File: src/rtl/imm_encoder.sv
// Iterative inverse of the decode-stage extender: finds the 25-bit immediate
// field that expands back to a given 32-bit constant for the selected ImmSrc.
module imm_encoder (
    input  logic        clk,
    input  logic        reset,
    input  logic        start,
    input  logic [1:0]  ImmSrc,
    input  logic [31:0] value,
    output logic        busy,
    output logic        done,
    output logic [24:0] field,
    output logic        fits
);

    typedef enum logic [1:0] {
        S_IDLE,
        S_SEARCH,
        S_DONE
    } state_t;

    state_t      state_q, state_d;
    logic [3:0]  r_q, r_d;
    logic [31:0] val_q, val_d;
    logic [24:0] field_q, field_d;
    logic        fits_q, fits_d;
    logic [31:0] t;

    // Rotating left by 2*r undoes the decoder's ROR, exposing the imm8 candidate.
    function automatic logic [31:0] rotl_even(input logic [31:0] v, input logic [3:0] r);
        logic [63:0] w;
        w = {v, v} << {r, 1'b0};
        return w[63:32];
    endfunction

    assign t = rotl_even(val_q, r_q);

    always_comb begin
        state_d = state_q;
        r_d     = r_q;
        val_d   = val_q;
        field_d = field_q;
        fits_d  = fits_q;
        case (state_q)
            S_IDLE: begin
                if (start) begin
                    val_d = value;
                    r_d   = 4'd0;
                    case (ImmSrc)
                        2'b00: begin
                            fits_d  = (value[31:11] == '0) || (value[31:11] == '1);
                            field_d = {13'b0, value[11:0]};
                            state_d = S_DONE;
                        end
                        2'b01: begin
                            state_d = S_SEARCH;
                        end
                        2'b10: begin
                            fits_d  = (value[1:0] == 2'b00) && (value[31:26] == {6{value[25]}});
                            field_d = {1'b0, value[25:2]};
                            state_d = S_DONE;
                        end
                        default: begin
                            fits_d  = 1'b0;
                            field_d = '0;
                            state_d = S_DONE;
                        end
                    endcase
                end
            end
            S_SEARCH: begin
                if (t[31:8] == '0) begin
                    field_d = {13'b0, r_q, t[7:0]};
                    fits_d  = 1'b1;
                    state_d = S_DONE;
                end else if (r_q == 4'd15) begin
                    field_d = '0;
                    fits_d  = 1'b0;
                    state_d = S_DONE;
                end else begin
                    r_d = r_q + 4'd1;
                end
            end
            S_DONE: begin
                state_d = S_IDLE;
            end
            default: begin
                state_d = S_IDLE;
            end
        endcase
    end

    always_ff @(posedge clk or posedge reset) begin
        if (reset) begin
            state_q <= S_IDLE;
            r_q     <= 4'd0;
            val_q   <= '0;
            field_q <= '0;
            fits_q  <= 1'b0;
        end else begin
            state_q <= state_d;
            r_q     <= r_d;
            val_q   <= val_d;
            field_q <= field_d;
            fits_q  <= fits_d;
        end
    end

    assign busy  = (state_q != S_IDLE);
    assign done  = (state_q == S_DONE);
    assign field = field_q;
    assign fits  = fits_q;

endmodule

File: config.mk
export PLATFORM = sky130hd
export DESIGN_NAME = imm_encoder
export DESIGN_NICKNAME = d
export VERILOG_FILES = /design/src/rtl/imm_encoder.sv
export SDC_FILE = /design/constraint.sdc
export NUM_CORES = 1
export LEC_CHECK = 0
export ABC_CLOCK_PERIOD_IN_PS = 2700
export BUFFER_PORTS_ARGS = -buffer_cell sky130_fd_sc_hd__buf_2
export CORE_UTILIZATION = 52
export DETAILED_ROUTE_END_ITERATION = 8
export PLACE_DENSITY = 0.84
export SYNTH_ARGS = -nofsm -noshare
export SYNTH_HDL_FRONTEND = slang
export SYNTH_SLANG_ARGS = --single-unit
File: constraint.sdc
create_clock -name clk -period 2.7 [get_ports clk]
set_input_delay 0.405 -clock clk [delete_from_list [all_inputs] [get_ports clk]]
set_output_delay 0.405 -clock clk [all_outputs]
set_load 0.01 [all_outputs]
=== Word level (Yosys, flattened, before mapping) ===
Cells that the tools add are included.
W data, S select, Z words.

* $mul: 0
* $lt $le $gt $ge: 0
* Bitwise gates (word level): 0
* Div/mod/pow operators: 0
* Shifts and indexed selects: 1
* Equal/unequal tests: 12
* Reductions and logical operators: 13
* Multiplexer cells: 19
* Add/sub/neg operators: 1

{| class="wikitable"
|+ Operators by type and width
! cell !! count
|-
| $mux W25 || 3
|-
| $pmux W25 S3 || 1
|-
| $shl A64 B5 Y64 || 1
|-
| $pmux W25 S2 || 1
|-
| $logic_not A24 Y1 || 1
|-
| $eq A21 B21 Y1 const B || 1
|-
| $logic_not A21 Y1 || 1
|-
| $mux W4 || 3
|-
| $mux W2 || 4
|-
| $ne A2 B2 Y1 const B || 4
|-
| $pmux W4 S2 || 1
|-
| $reduce_and A4 Y1 || 2
|-
| $eq A6 B6 Y1 || 1
|-
| $logic_not A2 Y1 || 3
|-
| $add A4 B1 Y4 const B || 1
|-
| $eq A2 B1 Y1 const B || 2
|-
| $eq A2 B2 Y1 const B || 2
|-
| $eq A4 B4 Y1 const B || 1
|-
| $pmux W2 S2 || 1
|-
| $reduce_and A2 Y1 || 2
|-
| $reduce_bool A2 Y1 || 2
|-
| $mux W1 || 3
|-
| $ne A3 B3 Y1 const B || 1
|-
| $pmux W1 S3 || 1
|-
| other kinds (3) || 3
|}

* RAM bits: 0
* Output and inout port bits: 28
* Flip-flop bits (word level): 64
* Word-level logic and storage cells: 51
* ROM bits: 0
* Input port bits: 37
* Memories: 0
* Bits in latches: 0

=== Longest topological paths before layout ===
Gate-level depths: netlist of run 1.

* Word-level depth: 5
* Depth in mapped cells: 13
* Gate-level depth less buffers: 8

=== Least setup slack after synthesis of run 1 ===
No wires, ideal clock.

* Path kind: register to register
* Start point: reg r_q[0]
* End point: reg fits_q, in the netlist fits
* Stages on the path, launching flop included: 13
* Slack: 0.032 ns
* Library setup time: 0.128 ns
* Required time: 2.572 ns
* Period minus slack after synthesis: 2.668 ns
* Arrival: 2.541 ns
* Path buffers: 4
* Cells stage by stage: dfrtp_1 buf_6 buf_6 buf_2 mux4_2 mux2i_1 nand4_1 a21oi_1 o22ai_1 a21oi_2 o21ai_1 buf_4 mux2_1

* Longest elaborated chain between the ends: 4
* Elaborated cells on any way between the ends: 7
* Those cells by class: eq/ne: 2; shift: 1; mux: 2; reduce/logical: 2

{| class="wikitable"
|+ RTL lines
! item !! RTL line !! text
|-
| start: declaration || 22 || <nowiki>logic [3:0] r_q, r_d;</nowiki>
|-
| start signal: assignment || 101 || <nowiki>r_q <= r_d;</nowiki>
|-
| $shl A64 B5 Y64 || 31 || <nowiki>w = {v, v} << {r, 1'b0};</nowiki>
|-
| $logic_not A24 Y1 || 71 || <nowiki>if (t[31:8] == '0) begin</nowiki>
|-
| $ne A3 B3 Y1 (no line) or $mux W1 (tied branches) || -- ||
|-
| $reduce_and A4 Y1 (no line) or $pmux W1 S2 (tied branches) || -- ||
|-
| end signal: assignment || 104 || <nowiki>fits_q <= fits_d;</nowiki>
|-
| end: declaration || 25 || <nowiki>logic fits_q, fits_d;</nowiki>
|}

Parallel ways exist; a longest one is shown, timed or not.
A chain may end at the register's enable or synchronous reset.

=== Worst setup path in the final report of run 1 ===
Ends and elaborated chain as after synthesis.

==> summary.md, run 1 <==
| Metric | Value |
|---|---|
| EDFF count, synth | 0 |
| Max Cap Viol | 0 |
| GRT Util Overall | 0.284 |
| CP Data Arrival Time | 3010 ps |
| Post-synthesis sequential area ratio | 0.366 |
| Max clock buf depth | 2 |
| Adder and majority gate portion of the synthesized area | 0.00871 |
| Final WS setup | -70.0 ps |
| Worst Max-Slew Pin Slew | 859 ps |
| Ys flop type | dfrtp_1 |
| Yosys reg bits | 63 |
| Initial antenna violation count | 0 |
| FF-to-FF setup slack | -70 ps |
| Final ANT Viol Nets | 0 |
| DRT Pass-1 Iters | 5 |
| CORE AREA | just under 8000 µm² |
| Post-DP Area | about 5000 µm² |
| Bufs and invs on worst path | 3 |
| WP data required | 2940 ps |
| Yosys Warn Count | 0 |
| Top cells by area, synth | dfrtp_1 (37%), mux4_2 (18%), mux2_2 (8.6%), mux2i_1 (7.4%), a22o_1 (2.8%) |
| Endpoints failing setup | 28 |
| Largest net degree at the start of global routing | 43 |
| Worst path top cell family by delay | multiplexers |
| CTS Sinks | 63 |
| Die Y-Extent | 93.0 µm |
| R2R Path End | fits$_DFFE_PP0P_ |
| Clock Skew | around 10 ps |
| Die ar. | between 8000 and 9000 µm² |
| Asr flop ratio synth | 1.00 |
| Post-DP HPWL | 8.69 mm |
| Crit-path slowest cell | mux4_2 |
| Synthesized area | 4310 µm² |
| Max frequency | around 360 MHz |
| Area leader, netlist | dfrtp_1 |
| WL final | 11.5 mm |
| Area delta synth->final | 23.3% |
| Dpl ws | -148 ps |
| Setup CP Type | reg -> reg |
| Complex-gate fraction of the synthesized area | 0.0993 |
| CP max stage delay | about 540 ps |
| PortBufs | 63 |
| CTS root buffer | clkbuf_8 |
| Final worst path period need | about 2800 ps |
| Post-synth cell types | 43 |
| Setup crit start kind | register |
| Clock Latency Late Sink | approximately 350 ps |
| RePlAce Congestion | just over 0.9 |
| Type of the most critical hold path | in -> async |
| Net count, final | roughly 520 |
| CTS tree | built |
| Io pins | 65 |
| CTS Hold Buffers Added | 0 |
| Violated checks | negative setup slack |
| CP startpoint | r_q[0]$_DFFE_PP0P_ |
| Number of global-route vias before repair | about 3.8k |
| H-tree depth | 3 |
| Worst vdd ir | between 0.5 and 0.6 mV |
| DR WL/cell | 19.5 µm |
| CP Capture Type | register |
| Syn Nets | roughly 430 |
| Num rows | 32 |
| Antenna cells | 0 |
| Worst reg2reg startpoint | r_q[0]$_DFFE_PP0P_ |
| Cell Chain, Critical Path | buf_12, buf_4, mux4_2, nor4_4, mux2i_1, nor2_1, o22ai_1, a21oi_2, buf_6, o21ai_4, mux2_1 |
| Most frequent cells after synthesis | dfrtp_1 (63), mux4_2 (35), mux2_2 (33) |
| Outcome | finished with violations |
| Width of the die | 93.0 µm |
| Drc violations | 0 |
| CTS buffer count | 9 |
| Number of DRC markers in iteration 0 | ~210 |
| Critical Path Fanout Max | 7 |
| Pleak | between 2 and 2.5 nW |
| Synth top area share | 0.366 |
| Post-synthesis simple-gate area fraction | 0.113 |
| Power Dens Cells | about 1200 nW/µm² |
| Layout cells sized above 1 | 0.445 |
| RSZ-0062 raised after global routing | yes |
| Number of cells on the critical path | 11 |
| Mapped Cells | between 300 and 400 |
| Gr ovfl total | 0 |
| Synthesized area per cell | ~11 µm² |
| Vias post-DR | 3699 |
| Reg clk slew, reported paths | ~80 ps |
| Vias per Instance | 6.27 |
| CP Capture Point | fits$_DFFE_PP0P_ |
| Synth Area in XOR/XNOR | 0 |
| R2R cell count | 11 |
| Mux cell area share after synthesis | 0.346 |
| Slew margin rel. | 0.428 |
| Hold Vio Cnt, Final | 0 |
| Fin crit share | 1.03 |
| Final design area excluding fillers | between 5000 and 6000 µm² |
| Slew Limit Fails | 0 |
| Initial Utilization | 0.546 |
| Global-route wire length before repair | between 15 and 20 mm |
| Main combinational cell family by area after synthesis | multiplexers |
| Count leader, synth | dfrtp_1 |
-- worst register-to-register path, cell delays in order (launching register included) --
cell	delay (ps)
dfrtp_2	440
buf_12	140
buf_4	130
mux4_2	540
nor4_4	350
mux2i_1	120
nor2_1	130
o22ai_1	90
a21oi_2	170
buf_6	140
o21ai_4	90
mux2_1	320
-- placed cells by master (no fill, tap or decap), types with 2 or more instances in the layout --
cell type / synthesis / routed
buf_2: 6 / 63
dfrtp_1: 63 / 62
buf_4: 3 / 48
mux4_2: 35 / 35
mux2_2: 33 / 32
mux2i_1: 32 / 32
inv_1: 28 / 27
nand2_1: 24 / 24
nor2_1: 21 / 19
a22o_1: 14 / 14
a31oi_1: 12 / 12
a21oi_1: 10 / 10
nor3_1: 9 / 9
clkbuf_8: 0 / 9
nand4_1: 8 / 8
a211oi_1: 8 / 7
nand3_1: 7 / 7
o21ai_0: 7 / 7
nor2b_1: 6 / 6
nor4_1: 6 / 5
nand2b_1: 4 / 4
nor4_4: 0 / 4
ha_1: 3 / 3
clkinv_4: 0 / 3
buf_12: 0 / 3
or2_2: 2 / 2
nor2_2: 0 / 2
o22ai_1: 2 / 2
o211ai_1: 2 / 2
inv_2: 1 / 2
inv_6: 0 / 2
buf_8: 0 / 2
-- registers in the layout (all words and copies together) (netlist names) --
name and flops:
fits 1, field 24, r_q 4, state_q 2, val_q 32
-- how the worst min path moves through the flow --
stage,endpoint,depth (start not counted),slack [ps]
2_1_floorplan,val_q[26]$_DFFE_PP0P_,2,520
3_5_place_dp,field[9]$_DFFE_PP0P_,3,460
4_1_cts,field[9]$_DFFE_PP0P_,3,90
6_report,field[9]$_DFFE_PP0P_,3,80
3_3_place_gp,field[9]$_DFFE_PP0P_,3,450
5_1_grt,field[9]$_DFFE_PP0P_,3,120
-- layout make-up --
| type | count | area (µm²) |
|---|---|---|
| Clock buffer | 9 | 124 |
| Clock inverter | 7 | 56.3 |
| Fill cell | 582 | 2570 |
| Inverter | 29 | 109 |
| Multi-Input combinational cell | 262 | 2520 |
| Sequential cell | 63 | 1580 |
| Tap cell | 102 | 128 |
| Timing Repair Buffer | 118 | 802 |
-- metal layers --
layer	global-route usage	share of wire	wire, µm	vias to the layer above
met2	0.463	0.48	5570	178
met3	0.0455	0.069	799	36
li1	-	-	-	1651
met4	0.158	0.036	417	0
met1	0.363	0.41	4720	1834
met5	0	0	0	-
-- cell families after synthesis --
kind of cell / count (synthesis)
DFF: 63
buffers and inverters: 61
and+or+nand+nor: 95
other: 1
AOI/OAI and AO/OA: 62
adders and majority gates: 3
muxes: 101
-- report_power, final --
part / internal (W) / total (W) / leakage, nW / switching [W]
Clock: 0.000342 / 0.000765 / 0.0902 / 0.000423
Combinational: 0.00208 / 0.00377 / 1.47 / 0.00170
Sequential: 0.00139 / 0.00193 / 0.787 / 0.000550
-- metrics by stage --
| step | hold WS (ps) | setup TNS (ps) | instances | util | power, W |
|---|---|---|---|---|---|
| finish | 83.6 | -1300 | 590 | 0.674 | 0.00647 |
| global route | 118 | -3410 | 590 | 0.674 | 0.00686 |
| CTS | 90.8 | -1710 | 584 | 0.659 | 0.00625 |
| detailed placement | 464 | -3360 | 567 | 0.633 | 0.00544 |
| global placement | 448 | -2150 | 567 | 0.633 | 0.00530 |
| floorplan | 515 | 0 | 386 | - | 0.00418 |
-- repair_timing --
item	CTS	global route
pin swaps	0	5
endpoints found under the setup margin	29	31
cloned	0	1
resized for setup	3	11
setup buffers	1	5
Power figures use the tool's default switching activity.
==> inputs of run 2 (changes only) <==
==> config.mk (replaced) <==
export PLATFORM = sky130hd
export DESIGN_NAME = imm_encoder
export DESIGN_NICKNAME = d
export VERILOG_FILES = /design/src/rtl/imm_encoder.sv
export SDC_FILE = /design/constraint.sdc
export NUM_CORES = 1
export LEC_CHECK = 0
export ABC_CLOCK_PERIOD_IN_PS = 2700
export CORE_UTILIZATION = 58
export DETAILED_ROUTE_END_ITERATION = 8
export DONT_BUFFER_PORTS = 1
export PLACE_DENSITY = 0.83
export SYNTH_ARGS = -nofsm -noshare
export SYNTH_HDL_FRONTEND = slang
export SYNTH_SLANG_ARGS = --single-unit
==> summary.md, run 2 (synthesized netlist as in run 1, its figures left out) <==
| Metric | Value |
|---|---|
| Type of the most critical hold path | in -> async |
| CP Capture Type | register |
| Setup CP Type | reg -> reg |
| CTS tree | built |
| Int Pwr | between 0.003 and 0.004 W |
| Total Neg Setup Slack | -2410 ps |
| Num rows | 31 |
| Worst vdd ir | around 0.62 mV |
| Violated checks | negative setup slack |
| Seq pwr share | 0.329 |
| Antenna cells | 0 |
| Slew margin rel. | 0.428 |
| CP Data Arrival Time | a little over 3000 ps |
| Initial antenna violation count | 0 |
| DR WL/cell | ~22 µm |
| Max Cap Viol | 0 |
| WL final | 11.5 mm |
| Max frequency | 353 MHz |
| FF-to-FF setup slack | -130 ps |
| Hold Vio Cnt, Final | 0 |
| Total power | around 0.0062 W |
| Power Dens Cells | approximately 1200 nW/µm² |
| RSZ-0062 raised after global routing | yes |
| Register Area | about 1600 µm² |
| Multi-input combinational cell area | around 2500 µm² |
| Cell Chain, Critical Path | buf_12, mux4_2, nor4_4, nand4b_1, a211oi_2, o22ai_1, a21oi_2, buf_6, o21ai_4, mux2_1 |
| Max clock buf depth | 2 |
| Most frequent cells in the layout | dfrtp_1 (62), buf_4 (38), mux4_2 (35) |
| Fill cell count | ~560 |
| Area delta synth->final | 15.1% |
| Final ANT Viol Nets | 0 |
| Fin crit share | 1.05 |
| Io pins | 65 |
| Post-DP HPWL | 8.41 mm |
| Global-route wire length before repair | approximately 18 mm |
| Crit-path slowest cell | mux4_2 |
| Vias post-DR | 3514 |
| CORE AREA | 7210 µm² |
| WP data required | 2940 ps |
| Clock power frac | 0.123 |
| Largest Register | val_q |
| Final WS setup | -129 ps |
| Comb pwr share | 0.548 |
| Die Y-Extent | approximately 88 µm |
| Sw Pwr | 0.00254 W |
| Number of DRC markers in iteration 0 | around 220 |
| Clock Skew | between 15 and 20 ps |
| H-tree depth | 3 |
| Reg clk slew, reported paths | roughly 80 ps |
| Pleak | ~2.0 nW |
| CP max stage delay | 550 ps |
| Initial Utilization | 0.597 |
| DRT Pass-1 Iters | 5 |
| Dpl ws | -210 ps |
| Gr ovfl total | 0 |
| RePlAce Congestion | ~1 |
| Vias per Instance | slightly below 7 |
| PortBufs | 0 |
| Layout cells sized above 1 | 0.352 |
| Clock Latency Late Sink | approximately 350 ps |
| Worst path top cell family by delay | multiplexers |
| Switching share of power | 0.410 |
| Drc violations | 0 |
| Final worst path period need | ~2800 ps |
| Net count, final | about 450 |
| Setup crit start kind | register |
| Die ar. | between 7000 and 8000 µm² |
| Largest net degree at the start of global routing | 38 |
| CTS buffer count | 9 |
| Width of the die | just under 90 µm |
| Worst Max-Slew Pin Slew | 858 ps |
| Number of global-route vias before repair | roughly 3.4k |
| CTS root buffer | clkbuf_8 |
| CTS Sinks | 63 |
| Final core occ | 0.688 |
| Endpoints failing setup | 28 |
| Slew Limit Fails | 0 |
| Critical Path Fanout Max | 7 |
| GRT Util Overall | 0.313 |
| Largest register FFs | 32 |
| Most common cell after layout, fill and taps aside | dfrtp_1 |
| Bufs and invs on worst path | 2 |
| Outcome | finished with violations |
-- run 2: cell count changes in the layout (fill, tap and decap cells not counted), moves of 3 or more --
cell | before | now
buf_12 | 3 | 7
buf_2 | 63 | 0
buf_4 | 48 | 38
nor4_2 | 0 | 3
nor4_4 | 4 | 1
-- run 2: worst paths after layout --
path	from	end	depth (start not counted)
worst max-delay path	r_q[0]$_DFFE_PP0P_	fits$_DFFE_PP0P_	10
worst min-delay path	reset	field[9]$_DFFE_PP0P_	1
worst max register to register	r_q[0]$_DFFE_PP0P_	fits$_DFFE_PP0P_	10
worst min register to register	field[7]$_DFFE_PP0P_	field[7]$_DFFE_PP0P_	2
max in group asynchronous	reset	r_q[0]$_DFFE_PP0P_	2
min in group clk	value[19]	field[17]$_DFFE_PP0P_	2
-- run 2: worst reg2reg max path: stages, from the launching register on --
cell,delay (ps)
dfrtp_2,450
buf_12,150
mux4_2,550
nor4_4,310
nand4b_1,160
a211oi_2,240
o22ai_1,140
a21oi_2,160
buf_6,140
o21ai_4,90
mux2_1,330
-- run 2: power groups by stage --
| stage | clock network [W] | logic, W | registers, W |
|---|---|---|---|
| 2_1_floorplan | 0 | 0.00236 | 0.00181 |
| 3_3_place_gp | 0 | 0.00320 | 0.00199 |
| 3_5_place_dp | 0 | 0.00326 | 0.00202 |
| 4_1_cts | 0.000771 | 0.00332 | 0.00202 |
| 5_1_grt | 0.000818 | 0.00364 | 0.00210 |
| 6_report | 0.000763 | 0.00339 | 0.00204 |
-- run 2: per-stage QoR --
stage	std cells	instance area, µm²	hold WS [ps]
6_report	517	4960	16.4
5_1_grt	517	4960	70.5
4_1_cts	516	4910	35.8
3_5_place_dp	496	4680	415
3_3_place_gp	496	4680	397
2_1_floorplan	386	4310	515
-- run 2: final cells by class --
type                            instances  share of cell area
Multi-Input combinational cell        262               0.502
Clock buffer                           10              0.0277
Inverter                               29              0.0219
Sequential cell                        63               0.318
Timing Repair Buffer                   48              0.0961
Tap cell                               99              0.0250
Clock inverter                          6             0.00883
-- run 2: timing repair --
| action | 4_1_cts | 5_1_grt |
|---|---|---|
| setup endpoints to repair | 31 | 31 |
| resized for setup | 3 | 5 |
| gates cloned | 0 | 1 |
| hold buffers | 0 | 0 |
| pin swaps | 0 | 2 |
| setup buffers | 4 | 1 |
-- run 2: per-layer routing --
layer	up-vias	share of wire	track usage
met4	0	0.028	0.125
met3	29	0.076	0.0745
li1	1508	-	-
met5	-	0	0
met1	1789	0.41	0.415
met2	188	0.49	0.499
